File: config.mk
export PLATFORM = sky130hd
export DESIGN_NAME = draw_board_control
export DESIGN_NICKNAME = d
export VERILOG_FILES = /design/src/rtl/draw_board_control.sv
export SDC_FILE = /design/constraint.sdc
export NUM_CORES = 1
export LEC_CHECK = 0
export ABC_AREA = 1
export CORE_AREA = 2 2 61 63
export CTS_CLUSTER_SIZE = 20
export DETAILED_ROUTE_END_ITERATION = 8
export DIE_AREA = 0 0 63 65
export GPL_ROUTABILITY_DRIVEN = 0
export PLACE_DENSITY = 0.75
export SYNTH_ARGS = -nofsm -noshare
export SYNTH_HDL_FRONTEND = slang
export SYNTH_SLANG_ARGS = --single-unit
File: constraint.sdc
create_clock -name clk -period 2.2 [get_ports clk]
set_clock_uncertainty 0.2 [all_clocks]
set_input_delay 0.22 -clock clk [delete_from_list [all_inputs] [get_ports clk]]
set_output_delay 0.22 -clock clk [all_outputs]
set_load 0.05 [all_outputs]
File: src/rtl/draw_board_control.sv
// Sequences one screen refresh: optional background clear, turn indicator, then 64 fetch/draw cells.
// Outputs are registered. A hold sampled on a clock edge blanks the strobes and freezes progress for the following cycle.
module draw_board_control #(
  parameter int BG_PIXELS   = 32768,
  parameter int CELL_PIXELS = 256,
  parameter int NUM_CELLS   = 64,
  parameter int MEM_LAT     = 1
) (
  input  logic       clk,
  input  logic       reset,
  input  logic       start,
  input  logic       full,
  input  logic       hold,
  output logic       busy,
  output logic       done,
  output logic       write,
  output logic       update_x_y,
  output logic [1:0] draw_sel,
  output logic       mem_rd_en,
  output logic [5:0] mem_addr
);
  localparam int PW = $clog2(BG_PIXELS > CELL_PIXELS ? BG_PIXELS : CELL_PIXELS);
  localparam int WW = (MEM_LAT > 1) ? $clog2(MEM_LAT) : 1;
  localparam logic [PW-1:0] BG_LAST   = PW'(BG_PIXELS - 1);
  localparam logic [PW-1:0] CELL_LAST = PW'(CELL_PIXELS - 1);
  localparam logic [WW-1:0] WAIT_LAST = WW'(MEM_LAT - 1);
  localparam logic [5:0]    IDX_LAST  = 6'(NUM_CELLS - 1);

  typedef enum logic [2:0] {
    S_IDLE, S_BG, S_TURN, S_FETCH, S_WAIT, S_CELL, S_NEXT, S_DONE
  } state_t;

  state_t        r_state, w_state_nxt;
  logic [PW-1:0] r_pix, w_pix_nxt;
  logic [WW-1:0] r_wait, w_wait_nxt;
  logic [5:0]    r_idx, w_idx_nxt;
  // High when the cycle now in progress was not held, i.e. its step really happened.
  logic          r_act;
  logic          r_busy, r_done, r_write, r_upd, r_rd;
  logic [1:0]    r_sel;
  logic          w_busy_nxt, w_done_nxt, w_write_nxt, w_upd_nxt, w_rd_nxt;
  logic [1:0]    w_sel_nxt;

  always_ff @(posedge clk or posedge reset) begin
    if (reset) begin
      r_state <= S_IDLE;
      r_pix   <= '0;
      r_wait  <= '0;
      r_idx   <= '0;
      r_act   <= 1'b0;
      r_busy  <= 1'b0;
      r_done  <= 1'b0;
      r_write <= 1'b0;
      r_upd   <= 1'b0;
      r_rd    <= 1'b0;
      r_sel   <= 2'b00;
    end else begin
      r_state <= w_state_nxt;
      r_pix   <= w_pix_nxt;
      r_wait  <= w_wait_nxt;
      r_idx   <= w_idx_nxt;
      r_act   <= ~hold;
      r_busy  <= w_busy_nxt;
      r_done  <= w_done_nxt;
      r_write <= w_write_nxt;
      r_upd   <= w_upd_nxt;
      r_rd    <= w_rd_nxt;
      r_sel   <= w_sel_nxt;
    end
  end

  always_comb begin
    w_state_nxt = r_state;
    w_pix_nxt   = r_pix;
    w_wait_nxt  = r_wait;
    w_idx_nxt   = r_idx;
    unique case (r_state)
      S_IDLE: if (start) w_state_nxt = full ? S_BG : S_TURN;
      S_BG: if (r_act) begin
        if (r_pix == BG_LAST) begin
          w_pix_nxt   = '0;
          w_state_nxt = S_TURN;
        end else begin
          w_pix_nxt = r_pix + 1'b1;
        end
      end
      S_TURN, S_CELL: if (r_act) begin
        if (r_pix == CELL_LAST) begin
          w_pix_nxt   = '0;
          w_state_nxt = (r_state == S_TURN) ? S_FETCH : S_NEXT;
        end else begin
          w_pix_nxt = r_pix + 1'b1;
        end
      end
      S_FETCH: if (r_act) w_state_nxt = S_WAIT;
      S_WAIT: if (r_act) begin
        if (r_wait == WAIT_LAST) begin
          w_wait_nxt  = '0;
          w_state_nxt = S_CELL;
        end else begin
          w_wait_nxt = r_wait + 1'b1;
        end
      end
      S_NEXT: if (r_act) begin
        if (r_idx == IDX_LAST) begin
          w_idx_nxt   = '0;
          w_state_nxt = S_DONE;
        end else begin
          w_idx_nxt   = r_idx + 1'b1;
          w_state_nxt = S_FETCH;
        end
      end
      S_DONE:  w_state_nxt = S_IDLE;
      default: w_state_nxt = S_IDLE;
    endcase
  end

  // Outputs for the coming cycle are decoded from the state being entered.
  always_comb begin
    w_busy_nxt  = 1'b0;
    w_done_nxt  = 1'b0;
    w_write_nxt = 1'b0;
    w_upd_nxt   = 1'b0;
    w_rd_nxt    = 1'b0;
    w_sel_nxt   = 2'b00;
    unique case (w_state_nxt)
      S_BG: begin
        w_busy_nxt  = 1'b1;
        w_write_nxt = ~hold;
        w_sel_nxt   = 2'b01;
      end
      S_TURN: begin
        w_busy_nxt  = 1'b1;
        w_write_nxt = ~hold;
        w_sel_nxt   = 2'b10;
      end
      S_FETCH: begin
        w_busy_nxt = 1'b1;
        w_rd_nxt   = ~hold;
      end
      S_WAIT:  w_busy_nxt = 1'b1;
      S_CELL: begin
        w_busy_nxt  = 1'b1;
        w_write_nxt = ~hold;
      end
      S_NEXT: begin
        w_busy_nxt = 1'b1;
        w_upd_nxt  = ~hold;
      end
      S_DONE:  w_done_nxt = 1'b1;
      default: w_busy_nxt = 1'b0;
    endcase
  end

  assign busy       = r_busy;
  assign done       = r_done;
  assign write      = r_write;
  assign update_x_y = r_upd;
  assign draw_sel   = r_sel;
  assign mem_rd_en  = r_rd;
  assign mem_addr   = r_idx;
endmodule

[After elaboration in Yosys (flattened, before gate mapping)]
Cells that the tools add are included.
Storage, ports and cells
  register bits after elaboration: 33
  input port bits: 5
  output and inout bits: 13
  word-level logic and storage cells: 68
Operators by class
  bitwise gates (word level): 1
  reductions and logical operators: 8
  add/sub/neg operators: 3
  equal/unequal tests: 19
  multiplexer cells: 26
Operators with widths (number)
  two-way mux 15 bit: 4
  two-way mux 3 bit: 11
  case mux 15 bit (2 select lines): 1
  equality test 3 bit, second input constant: 8
  case mux 3 bit (7 select lines): 1
  adder 15 x 1 -> 15 bit, second input constant: 1
  equality test 15 bit, second input constant: 1
  equality test 15 x 8 -> 1 bit, second input constant: 1
  equality test 3 x 2 -> 1 bit, second input constant: 4
  adder 6 x 1 -> 6 bit, second input constant: 1
  equality test 3 x 1 -> 1 bit, second input constant: 2
  equality test 6 bit, second input constant: 1
  two-way mux 1 bit: 6
  two-way mux 6 bit: 1
  OR reduction 6 bit: 1
  != test 2 bit, second input constant: 2
  case mux 2 bit (2 select lines): 1
  AND reduction 2 bit: 2
  logical NOT 3 bit: 1
  AND reduction 3 bit: 1
  OR reduction 3 bit: 1
  two-way mux 2 bit: 1
  nonzero test 2 bit: 1
  OR reduction 2 bit: 1
  other kinds (2): 2

[Depth between registers and ports, before layout]
Gate-level depths: netlist (run 1).
  depth in word-level cells: 8
  depth in mapped cells: 13
  gate-level depth less buffers: 13

[Worst setup path after synthesis (run 1)]
Ideal clock, no wire load.
  path type: flip-flop to flip-flop
  start point: reg r_idx[1] (netlist: mem_addr[1])
  end point: reg r_write (netlist: write)
  cell stages (with the launch flop): 8
  buffers on the path: 0
  data required time: 1877 ps
  setup slack: 299 ps
  setup time: 123 ps
  period minus slack after synthesis: 1901 ps
  data arrival time: 1578 ps
  cells stage by stage: dfrtp_1 -> ha_1 -> nand4_1 -> a21o_1 -> nand3_1 -> inv_1 -> nand3_1 -> a21oi_1
On the way
  cells in the longest elaborated chain, start to end: 7
  elaborated cells on any way between the ends: 9
Ends and longest elaborated chain
  start: declaration: line 36  | logic [5:0] r_idx, w_idx_nxt;
  start signal: assignment: line 61  | r_idx <= w_idx_nxt;
  equality test 6 bit (*): line 105  | if (r_idx == IDX_LAST) begin
  two-way mux 3 bit (*): line 105
  two-way mux 3 bit (*): line 104  | S_NEXT: if (r_act) begin
  case mux 3 bit (7 select lines) (*): line 77  | unique case (r_state)
  via w_state_nxt[2]: line 33  | state_t r_state, w_state_nxt;
  equality test 3 x 2 -> 1 bit, or another cell as far along: line 126  | unique case (w_state_nxt)
  OR reduction 3 bit (no source line) (*)
  two-way mux 1 bit (*)
  via w_write_nxt: line 41  | logic w_busy_nxt, w_done_nxt, w_write_nxt, w_upd_nxt, w_rd_nxt;
  end signal: assignment: line 65  | r_write <= w_write_nxt;
  end: declaration: line 39  | logic r_busy, r_done, r_write, r_upd, r_rd;
The timed path passes the listed nets; every way through them passes the cells marked *.
A chain may end at the register's enable or synchronous reset.

[Worst setup path in the final report (run 1)]
  start point: reg r_idx[2] (netlist: mem_addr[2])
  end point: out mem_addr[2]
RTL lines
  end: declaration: line 20  | output logic [5:0] mem_addr
No word-level cell between the ends.

==> results.yml, run 1 <==
layout:
  fill_cell_instance_count_of_the_final_layout: 323
  nNetsFinal: 256
  multi_input_area_um2: 852.1
  share_of_layout_cells_above_drive_strength_1: 0.1200
  commonest_non_fill_non_tap_cell_in_the_layout: "nand2_1"
  layout-area-overhead-vs-synth_pct: 16.51
  seqCellArea_um2: 800.8
  insertedDiodeCount: 0
  layout.cells.most_common_list: "nand2_1, dfrtp_1, inv_1"
power:
  p_per_area_mw_per_mm2: 1020
  totalPowerFinal_mw: 2.145
  p_leak_nw: 1.039
  vdd_drop_max_mv: 0.8031
synth:
  ys_warn_count: 0
  synth.largest_area_cell: "dfrtp_1"
  synthesis.area_per_instance_um2: 7.983
  synth_area_leaders: "dfrtp_1, nand2_1, inv_1"
  fraction_of_post_synthesis_cell_area_in_the_top_cell_type_by_area: 0.4438
  postSynthNetCount: 233
  synth-seq-area-share: 0.4438
  synth_cells: 226
  synthesis_stage_register_bit_count: 32
  synth_cell_types: 32
  syn-cell-area_mm2: 0.001804
sta:
  final-setup-viol-count: 0
  grt_setup_unrepaired: "no"
  finalHoldViolations: 0
  drv_slew: 0
  max_slew_margin: 0.6645
  max_freq_mhz: 494.3
  fin_crit_sh: 0.9195
  totalNegativeSetupSlack_ps: 0
  pin_slew_with_the_least_headroom_to_its_limit_ps: 501.7
  finalCriticalPeriod_ps: 2023
floorplanning:
  effective_utilization_at_floorplan: 0.5161
  dieHeight_um: 65
  die_outline_area_mm2: 0.004095
  die_width_um: 63
  floorplan.core_area_mm2: 0.003496
  row_count: 22
  floorplan.io_pins: 18
drt:
  route.detailed.vias_per_inst: 5.101
  final_routed_wirelength_um: 3379
  drt-wirelength-per-cell_um: 11.34
  drt_first_iter_violations: 83
  drtAntennaViolNets: 0
  drc_errors: 0
  detail_route.first_pass.iterations: 4
  vias: 1520
global_routing:
  grt_max_degree: 33
  first_pass_grt_wire_length_um: 5982
  grt.total_usage: 0.1910
  antenna_found_initial: 0
  grt_overflow: 0
  first_global_vias: 1456
cts:
  clock-sinks: 32
  tritoncts: "built"
  htree_num_levels: 2
  clock_tree.buffer_depth: 2
  cts-root-buf: "clkbuf_4"
  numCtsBuffers: 5
  hold_buffers: 0
  cts.repair_timing.setup_buffer_count: 0
  post_cts_resized: 0
  insertion_delay_ps: 340
  cts.clk_slew.worst_paths_ps: 100
placed_design:
  hpwl_after_detailed_placement_um: 2533
  place.port_buffers: 17
worst_setup_path:
  worst-path-max-fanout: 5
  critPathBufInv: 1
  path_cells: "clkdlybuf4s50_1"
  endpoint_kind: "primary output"
  crit_path_start_kind: "flip-flop"
  path_delay_family: "buffers and inverters"
  path_class: "reg2out"
  arrival_ps: 1600
  worst_path_largest_cell_delay_ps: 830
  reg2reg_setup_slack_ps: 200
  worst-endpoint-required_ps: 1780
  crit_slowest_cell: "clkdlybuf4s50_1"
hold_path:
  hp-class: "in2async"
flow_run:
  cap_viol_max_count: 0
status:
  status: "completed"
==> cells by family (layout without fill, tap and decap cells) <==
kind of cell,Yosys count,after routing,synth area share
AO/OA/AOI/OAI,22,22,0.08529
XOR/XNOR,9,9,0.04369
adder cells (fa/ha/maj),2,2,0.01387
buffers and inverters,38,62,0.08391
flip-flops,32,32,0.4438
AND/OR/NAND/NOR,123,123,0.3294
==> Yosys cell counts <==
master,n
nand2_1,48
dfrtp_1,32
xnor2_1,2
a221oi_1,1
a21o_1,1
ha_1,2
a21oi_1,7
a21oi_2,1
nand4_1,9
a31oi_1,2
nor2_4,1
nand2_2,1
inv_1,31
o2111ai_1,1
inv_2,5
or2_2,1
o21ai_4,2
and3_1,1
nor4_1,2
nor2_1,21
nor3_2,2
xor2_1,7
nand3_2,2
o21ai_0,5
buf_6,1
nor3_1,8
buf_2,1
nor2_2,5
nand4_2,1
nor3b_2,1
o211ai_1,2
nand3_1,20
==> power breakdown <==
group / internal (mW) / total (mW) / switching [mW]
Combinational: 0.278 / 0.898 / 0.620
Clock: 0.238 / 0.433 / 0.196
Sequential: 0.711 / 0.813 / 0.102
==> flip-flops by register name, summed over array words and instances, names as in the netlist <==
signal	count
write	1
update_x_y	1
r_act	1
done	1
busy	1
r_pix	15
r_state	3
mem_addr	6
mem_rd_en	1
draw_sel	2
==> final timing paths <==
check	startpoint	to	cells after the start
setup / recovery	mem_addr[2]	mem_addr[2]	1
hold / removal	reset	r_pix[1]	3
setup reg to reg	r_pix[0]	write	10
hold reg to reg	mem_addr[4]	mem_addr[4]	1
max in group asynchronous	reset	r_pix[12]	3
min in group clk	hold	r_act	2
==> metal layers <==
metal | track usage | wire, um | vias to the layer above
met3 | 0.04514 | 204 | 12
met2 | 0.3152 | 1567 | 51
met4 | 0.1222 | 117 | 0
met1 | 0.2238 | 1489 | 676
met5 | 0 | 0 | -
li1 | - | - | 781
==> stage by stage <==
step	hold WS (ps)	instance area [um2]	cells	worst slack [ps]	utilization
final	45.27	2102	298	177.1	0.6013
after global routing	117.9	2102	298	5.894	0.6013
after CTS	60.39	2102	298	169.4	0.6013
after detailed placement	314.3	2026	290	232.6	0.5795
after global placement	315.7	2026	290	263.4	0.5795
after floorplan	83.14	1804	226	299.4	-
==> final cells by class <==
| type | instances | area share |
|---|---|---|
| Clock buffer | 6 | 0.01964 |
| Clock inverter | 2 | 0.01667 |
| Inverter | 36 | 0.06429 |
| Multi-Input combinational cell | 156 | 0.4054 |
| Sequential cell | 32 | 0.3810 |
| Tap cell | 48 | 0.02857 |
| Timing Repair Buffer | 18 | 0.08452 |
Power figures use the tool's default switching activity.
==> run 2: changes to the inputs <==
- ABC_AREA: 1 -> 0
- CORE_AREA: 2 2 61 63 -> 2 2 58 60
- DIE_AREA: 0 0 63 65 -> 0 0 60 62
- PLACE_DENSITY: 0.75 -> 0.76
==> results.yml, run 2 <==
status:
  status: "complete, but fails checks"
  violations: "negative setup slack"
worst_setup_path:
  endpoint_kind: "flip-flop"
  path_delay_family: "simple AND/OR/NAND/NOR gates"
  worst-path-max-fanout: 6
  crit_slowest_cell: "or4_4"
  critical_path.reg2reg.endpoint: "write"
  crit-reg2reg-launch: "r_pix[9]"
  critical_path_depth: 7
  path_class: "reg2reg"
  path_cells: "or4_4 > nor4_4 > and3_1 > nor4_4 > buf_4 > or3_1 > o31ai_2"
  critPathBufInv: 1
  worst_path_largest_cell_delay_ps: 560
  path_common_cell: "nor4_4"
  arrival_ps: 2390
  reg2reg_setup_slack_ps: -150
  worst-endpoint-required_ps: 2240
  worst-r2r-cell-count: 7
  crit_path_start_kind: "flip-flop"
cts:
  cts.clk_slew.worst_paths_ps: 100
  tritoncts: "built"
  insertion_delay_ps: 330
  htree_num_levels: 2
  cts-root-buf: "clkbuf_4"
  numCtsBuffers: 5
  clock_tree.buffer_depth: 2
  clock-sinks: 32
synth:
  synth-seq-area-share: 0.4885
  fraction_of_post_synthesis_cell_area_in_the_top_cell_type_by_area: 0.4885
  synth-main-ff-cell: "dfrtp_1"
  synth_cells: 172
  ys_warn_count: 0
  synthesis_stage_register_bit_count: 32
  synth_cell_types: 37
  synth_area_leaders: "dfrtp_1, xor2_1, nor2_1"
  postSynth.asyncResetShare: 1.000
  synthTopCellsByCount: "dfrtp_1, nor2_1, nand2_1"
  synth_enable_flop_cells: 0
  syn-cell-area_mm2: 0.001639
  synth.largest_area_cell: "dfrtp_1"
  synthesis.area_per_instance_um2: 9.529
  synth_most_common_cell: "dfrtp_1"
  postSynthNetCount: 179
power:
  p_leak_nw: 0.9896
  p_per_area_mw_per_mm2: 927.7
  vdd_drop_max_mv: 0.7520
floorplanning:
  floorplan.core_area_mm2: 0.003179
  row_count: 21
  die_outline_area_mm2: 0.003720
  floorplan.io_pins: 18
  die_width_um: 60
  dieHeight_um: 62
  effective_utilization_at_floorplan: 0.5155
drt:
  detail_route.first_pass.iterations: 4
  route.detailed.vias_per_inst: 5.448
  drc_errors: 0
  drt_first_iter_violations: 50
  drt-wirelength-per-cell_um: 13.75
  final_routed_wirelength_um: 3684
  drtAntennaViolNets: 0
  vias: 1460
flow_run:
  cap_viol_max_count: 0
global_routing:
  grt.total_usage: 0.2168
  grt_max_degree: 33
  grt_overflow: 0
  antenna_found_initial: 0
  first_pass_grt_wire_length_um: 5865
  first_global_vias: 1329
sta:
  final-setup-viol-count: 12
  totalNegativeSetupSlack_ps: -1116
  fin_crit_sh: 1.068
  max_slew_margin: 0.6502
  pin_slew_with_the_least_headroom_to_its_limit_ps: 521.2
  max_freq_mhz: 425.5
  finalCriticalPeriod_ps: 2350
  grt_setup_unrepaired: "yes"
  hold_ws_ps: 74.37
  drv_slew: 0
  final.setup.worst_slack_ps: -150.1
  finalHoldViolations: 0
layout:
  layout-area-overhead-vs-synth_pct: 32.29
  register_with_the_most_flip_flops: "r_pix"
  share_of_layout_cells_above_drive_strength_1: 0.2387
  commonest_non_fill_non_tap_cell_in_the_layout: "dfrtp_1"
  nNetsFinal: 229
  largest_reg_flops: 15
  insertedDiodeCount: 0
  layout.cells.most_common_list: "dfrtp_1, buf_4, nor2_1, clkdlybuf4s50_1, nand2_1"
placed_design:
  place.port_buffers: 17
  hpwl_after_detailed_placement_um: 2683
  dp_slack_ps: -145.7
hold_path:
  hp-class: "in2async"
run 2: changes by cell type after synthesis, sizes merged, moves of 4 or more:
| cell | previous run | this run |
|---|---|---|
| inv | 36 | 11 |
| nand3 | 22 | 13 |
| nor2 | 27 | 19 |
| clkbuf | 0 | 4 |
| nand4 | 10 | 6 |
| nand2 | 49 | 16 |
| a21oi | 8 | 4 |
run 2: per-layer routing:
layer  share of wire  GRT usage  up-vias
li1                -          -      716
met1            0.45     0.2776      698
met2            0.49     0.3587       42
met3           0.051    0.04762        4
met4           0.013    0.08889        0
met5               0          0        -
run 2: power breakdown:
part / switching (mW) / internal [mW] / leakage, nW / total, mW
clock network: 0.180 / 0.117 / 0.0281 / 0.297
logic: 0.536 / 0.370 / 0.545 / 0.906
registers: 0.111 / 0.697 / 0.417 / 0.809
run 2: worst max-delay path by stage:
stage,startpoint,endpoint,slack [ps]
2_1_floorplan,r_pix[10],update_x_y,-30
3_3_place_gp,r_pix[9],update_x_y,-60
3_5_place_dp,r_pix[9],write,-150
4_1_cts,r_pix[9],update_x_y,-100
5_1_grt,r_pix[9],update_x_y,-230
6_report,r_pix[9],write,-150
run 2: cell families after synthesis:
| group | count (synthesis) | synth area share |
|---|---|---|
| buf+inv | 15 | 0.03435 |
| compound gates | 30 | 0.1214 |
| flops | 32 | 0.4886 |
| xor+xnor | 13 | 0.06947 |
| simple gates | 80 | 0.2710 |
| fa+ha+maj | 2 | 0.01526 |
run 2: what timing repair did:
action / in CTS / in global routing
resized for setup: 2 / 7
endpoints found under the setup margin: 13 / 18
setup buffers: 3 / 3
hold buffers: 0 / 0
pin swaps: 8 / 4
run 2: final cells by class:
cell class                 instances  area (um2)
fill                             234        1011
multi-input combinational        125       827.0
sequential                        32       800.8
timing repair buffer              47       395.4
tap                               46       57.56
clock buffer                       6       41.29
inverter                          11       41.29
clock inverter                     1       5.005
run 2: tightest hold or removal path: stages:
cell             delay (ps)
clkdlybuf4s50_1         400
inv_1                    60
buf_4                   350
run 2: stage by stage:
stage	power, mW	utilization	std cells	instance area, um2
floorplan	1.333	-	172	1639
global placement	1.583	0.6391	255	2032
detailed placement	1.626	0.6391	255	2032
CTS	1.966	0.6643	265	2112
global route	2.148	0.6820	268	2168
finish	2.011	0.6820	268	2168
==> run 3: changes to the inputs <==
- CORE_AREA: 2 2 58 60 -> 2 2 63 65
- DIE_AREA: 0 0 60 62 -> 0 0 65 67
- PLACE_DENSITY: 0.76 -> 0.66
==> results.yml, run 3 (synthesized netlist as in run 2, its figures left out) <==
status:
  status: "complete, but fails checks"
  violations: "negative setup slack"
layout:
  fill_cell_instance_count_of_the_final_layout: 311
  layout.cells.most_common_list: "dfrtp_1, buf_4, clkdlybuf4s50_1"
  end_of_flow_core_utilization: 0.6017
  final_design_area_no_fill_mm2: 0.002170
  seqCellArea_um2: 800.8
  largest_reg_flops: 15
  share_of_layout_cells_above_drive_strength_1: 0.2294
  insertedDiodeCount: 0
  layout-area-overhead-vs-synth_pct: 32.37
  register_with_the_most_flip_flops: "r_pix"
  multi_input_area_um2: 824.5
  commonest_non_fill_non_tap_cell_in_the_layout: "dfrtp_1"
  nNetsFinal: 225
cts:
  clock_tree.buffer_depth: 2
  cts-root-buf: "clkbuf_8"
  cts.clk_slew.worst_paths_ps: 60
  insertion_delay_ps: 280
  clock-sinks: 32
  numCtsBuffers: 5
  htree_num_levels: 2
  tritoncts: "built"
placed_design:
  dp_slack_ps: -85.66
  place.port_buffers: 17
  post_dp_cell_area_mm2: 0.002019
  hpwl_after_detailed_placement_um: 2700
sta:
  final-setup-viol-count: 11
  hold_ws_ps: 149.8
  max_slew_margin: 0.6592
  final.setup.worst_slack_ps: -53.04
  pin_slew_with_the_least_headroom_to_its_limit_ps: 509.6
  grt_setup_unrepaired: "yes"
  fin_crit_sh: 1.024
  finalCriticalPeriod_ps: 2253
  finalHoldViolations: 0
  max_freq_mhz: 443.8
  drv_slew: 0
floorplanning:
  die_outline_area_mm2: 0.004355
  floorplan.io_pins: 18
  dieHeight_um: 67
  effective_utilization_at_floorplan: 0.4545
  floorplan.core_area_mm2: 0.003606
  die_width_um: 65
  row_count: 22
worst_setup_path:
  worst-r2r-cell-count: 8
  path_class: "reg2reg"
  endpoint: "r_pix[8]"
  worst_path_largest_cell_delay_ps: 560
  worst-endpoint-required_ps: 2170
  worst-path-max-fanout: 6
  critical_path.reg2reg.endpoint: "r_pix[8]"
  endpoint_kind: "flip-flop"
  crit_path_start_kind: "flip-flop"
  crit_slowest_cell: "or4_4"
  path_cells: "or4_4 > nor4_4 > buf_4 > a22oi_2 > o22a_1 > nor2_1 > buf_4 > nor2_1"
  arrival_ps: 2230
  critical_path.startpoint: "r_pix[9]"
  crit-reg2reg-launch: "r_pix[9]"
  reg2reg_setup_slack_ps: -50
drt:
  drtAntennaViolNets: 0
  detail_route.first_pass.iterations: 4
  final_routed_wirelength_um: 3695
  drc_errors: 0
  route.detailed.vias_per_inst: 5.504
  vias: 1464
  drt_first_iter_violations: 78
  drt-wirelength-per-cell_um: 13.89
global_routing:
  grt_max_degree: 33
  first_pass_grt_wire_length_um: 6548
  first_global_vias: 1475
  antenna_found_initial: 0
  grt.total_usage: 0.1984
  grt_overflow: 0
hold_path:
  hp-class: "in2async"
power:
  vdd_drop_max_mv: 0.5638
  totalPowerFinal_mw: 2.072
  p_leak_nw: 0.9776
  p_per_area_mw_per_mm2: 954.9
flow_run:
  cap_viol_max_count: 0
==> run 3: power breakdown <==
part,internal (mW),switching [mW],leakage (nW)
logic,0.332,0.504,0.520
clock network,0.215,0.206,0.0410
registers,0.698,0.117,0.417
==> run 3: stage by stage <==
| step | TNS, ps | instances |
|---|---|---|
| after CTS | -136.0 | 265 |
| after global placement | -9.423 | 255 |
| after global routing | -2032 | 266 |
| final | -361.5 | 266 |
| after floorplan | -48.21 | 172 |
| after detailed placement | -341.6 | 255 |
==> run 3: final cells by class <==
class,instances,share of cell area
Clock buffer,6,0.03345
Clock inverter,1,0.002307
Inverter,11,0.01903
Multi-Input combinational cell,125,0.3800
Sequential cell,32,0.3691
Tap cell,48,0.02768
Timing Repair Buffer,43,0.1684
==> run 3: per-layer routing <==
| metal | global-route usage | vias up | wire [um] |
|---|---|---|---|
| met5 | 0 | - | 0 |
| met4 | 0.06915 | 0 | 51 |
| met3 | 0.06419 | 7 | 165 |
| met2 | 0.3428 | 37 | 1873 |
| met1 | 0.2308 | 711 | 1606 |
| li1 | - | 709 | - |
==> run 3: how the worst min path moves through the flow <==
stage           startpoint          end  slack (ps)  cells after the start
3_5_place_dp      r_pix[6]     r_pix[6]         300                      1
4_1_cts              reset     r_pix[5]         170                      3
6_report             reset     r_pix[5]         150                      3
3_3_place_gp   mem_addr[1]  mem_addr[1]         300                      2
2_1_floorplan         hold        r_act          80                      1
5_1_grt              reset     r_pix[4]         200                      3
==> run 3: what timing repair did <==
item                       in CTS  in global routing
buffers inserted                3                  1
pin swaps                       4                  6
hold buffers                    0                  0
gates resized for setup         1                  9
setup endpoints to repair      11                 17
==> run 3: worst max-delay path: cells and delay by family (launching register included) <==
family / cells / cell delay [ps]
DFF: 1 / 390
and+or+nand+nor: 4 / 950
AOI/OAI and AO/OA: 2 / 250
buffers and inverters: 2 / 370
==> variant: new RTL, settings of run 2 <==
The parameter `BG_PIXELS` goes from 32768 to 16384.
--- a/src/rtl/draw_board_control.sv
+++ b/src/rtl/draw_board_control.sv
@@ -1,7 +1,7 @@
 // Sequences one screen refresh: optional background clear, turn indicator, then 64 fetch/draw cells.
 // Outputs are registered. A hold sampled on a clock edge blanks the strobes and freezes progress for the following cycle.
 module draw_board_control #(
-  parameter int BG_PIXELS   = 32768,
+  parameter int BG_PIXELS   = 16384,
   parameter int CELL_PIXELS = 256,
   parameter int NUM_CELLS   = 64,
   parameter int MEM_LAT     = 1
Behaviour: no difference found for any inputs over 10 cycles, from zero or initial values and one cycle with reset high; that may be too few to reach the edited logic, so the function may still have changed.
==> variant against run 2 <==
Cell area decreased by 2.8%; critical path type unchanged; worst setup slack improved by 150 ps; sequential cell count decreased by 1; critical endpoint is now update_x_y; wire length decreased by 7.2%; sequential share of layout area increased by 0.065 points; die area unchanged; synthesized area decreased by 1.5%; non-clock buffer count decreased by 8; core utilization decreased by 1.9 points; global-route usage decreased by 1.8 points.
Power is not compared: it rests on default switching activity, and its combinational part moved more than twofold at a synthesized area within 25%.
==> variant: results (changes against run 2) <==
| Metric | Value |
|---|---|
| Worst hold path type | in -> reg |
| Fraction of synthesized cell area in xor and xnor cells | 5.42% (-1.5 points) |
| Pre-CTS setup slack | 17.0 ps (+163 ps) |
| Global routing usage on met1 | 25.7% (-2.0 points) |
| Detail Route met2 WL | 1640 um (-9.2%) |
| Sum of met3 wire segment lengths after detailed routing | 162 um (-14%) |
| Buffers inserted by post-CTS timing repair | 0 (-3) |
| Number of design-rule violations left by the first detailed-router iteration | 58 (+16%) |
| Hold-fix buffer count after cts | 1 (+1) |
| Total routing resource utilization after global routing | 19.9% (-1.8 points) |
| Worst reg2reg path startpoint | r_pix[8] |
| Ratio of routed vias to standard cells | 5.50 (+0.89%) |
| Instance area at placement | 1970 um^2 (-3.0%) |
| Result of the run | complete, no violations |
| Number of distinct library cells after synthesis | 43 (+16%) |
| Area Overhead vs Synth | 30.4% |
| Number of filler cells placed in the layout | 257 (+9.8%) |
| Cts repair resizes | 0 (-2) |
| Synthesized Nets | 168 (-6.1%) |
| Register area | 779 um^2 (-2.7%) |
| Worst R2R Setup Slack | 1 ps (+150 ps) |
| Clock Sinks | 31 (-3.1%) |
| Met3 Use GR | 6.00% (+1.2 points) |
| Vias post-DR | 1374 (-5.9%) |
| Mean instance size in the synthesized netlist | 10.0 um^2 (+5.3%) |
| Relative slew slack | 66.6% (+1.6 points) |
| Detailed-route wire length on metal 1 | 1550 um (-5.7%) |
| Via count of the first global-routing pass | 1268 (-4.6%) |
| Area share of the largest cell type after synthesis | 48.0% (-0.83 points) |
==> variant: cell count changes after synthesis, sizes merged, moves of 3 or more <==
cell / before / now
and2: 0 / 3
nor2: 19 / 10
nor3b: 1 / 6
xor2: 10 / 5
nor3: 9 / 5
nand3: 13 / 3
mux2i: 0 / 3
==> variant: through the flow <==
stage | hold slack [ps] | power [mW]
4_1_cts | 269 | 1.20
3_5_place_dp | 212 | 0.811
5_1_grt | 289 | 1.25
2_1_floorplan | 88.1 | 0.754
6_report | 273 | 1.19
3_3_place_gp | 207 | 0.800
==> variant: worst max path at each step <==
stage                           from    endpoint  slack, ps  cells past startpoint
after floorplan           r_state[1]   r_pix[11]         -6                      5
after global placement    r_state[1]    r_pix[7]         40                      6
after detailed placement  r_state[1]    r_pix[7]         20                      6
after CTS                   r_pix[8]  update_x_y          2                      7
after global routing        r_pix[8]  update_x_y        -90                      7
final                       r_pix[8]  update_x_y          1                      7
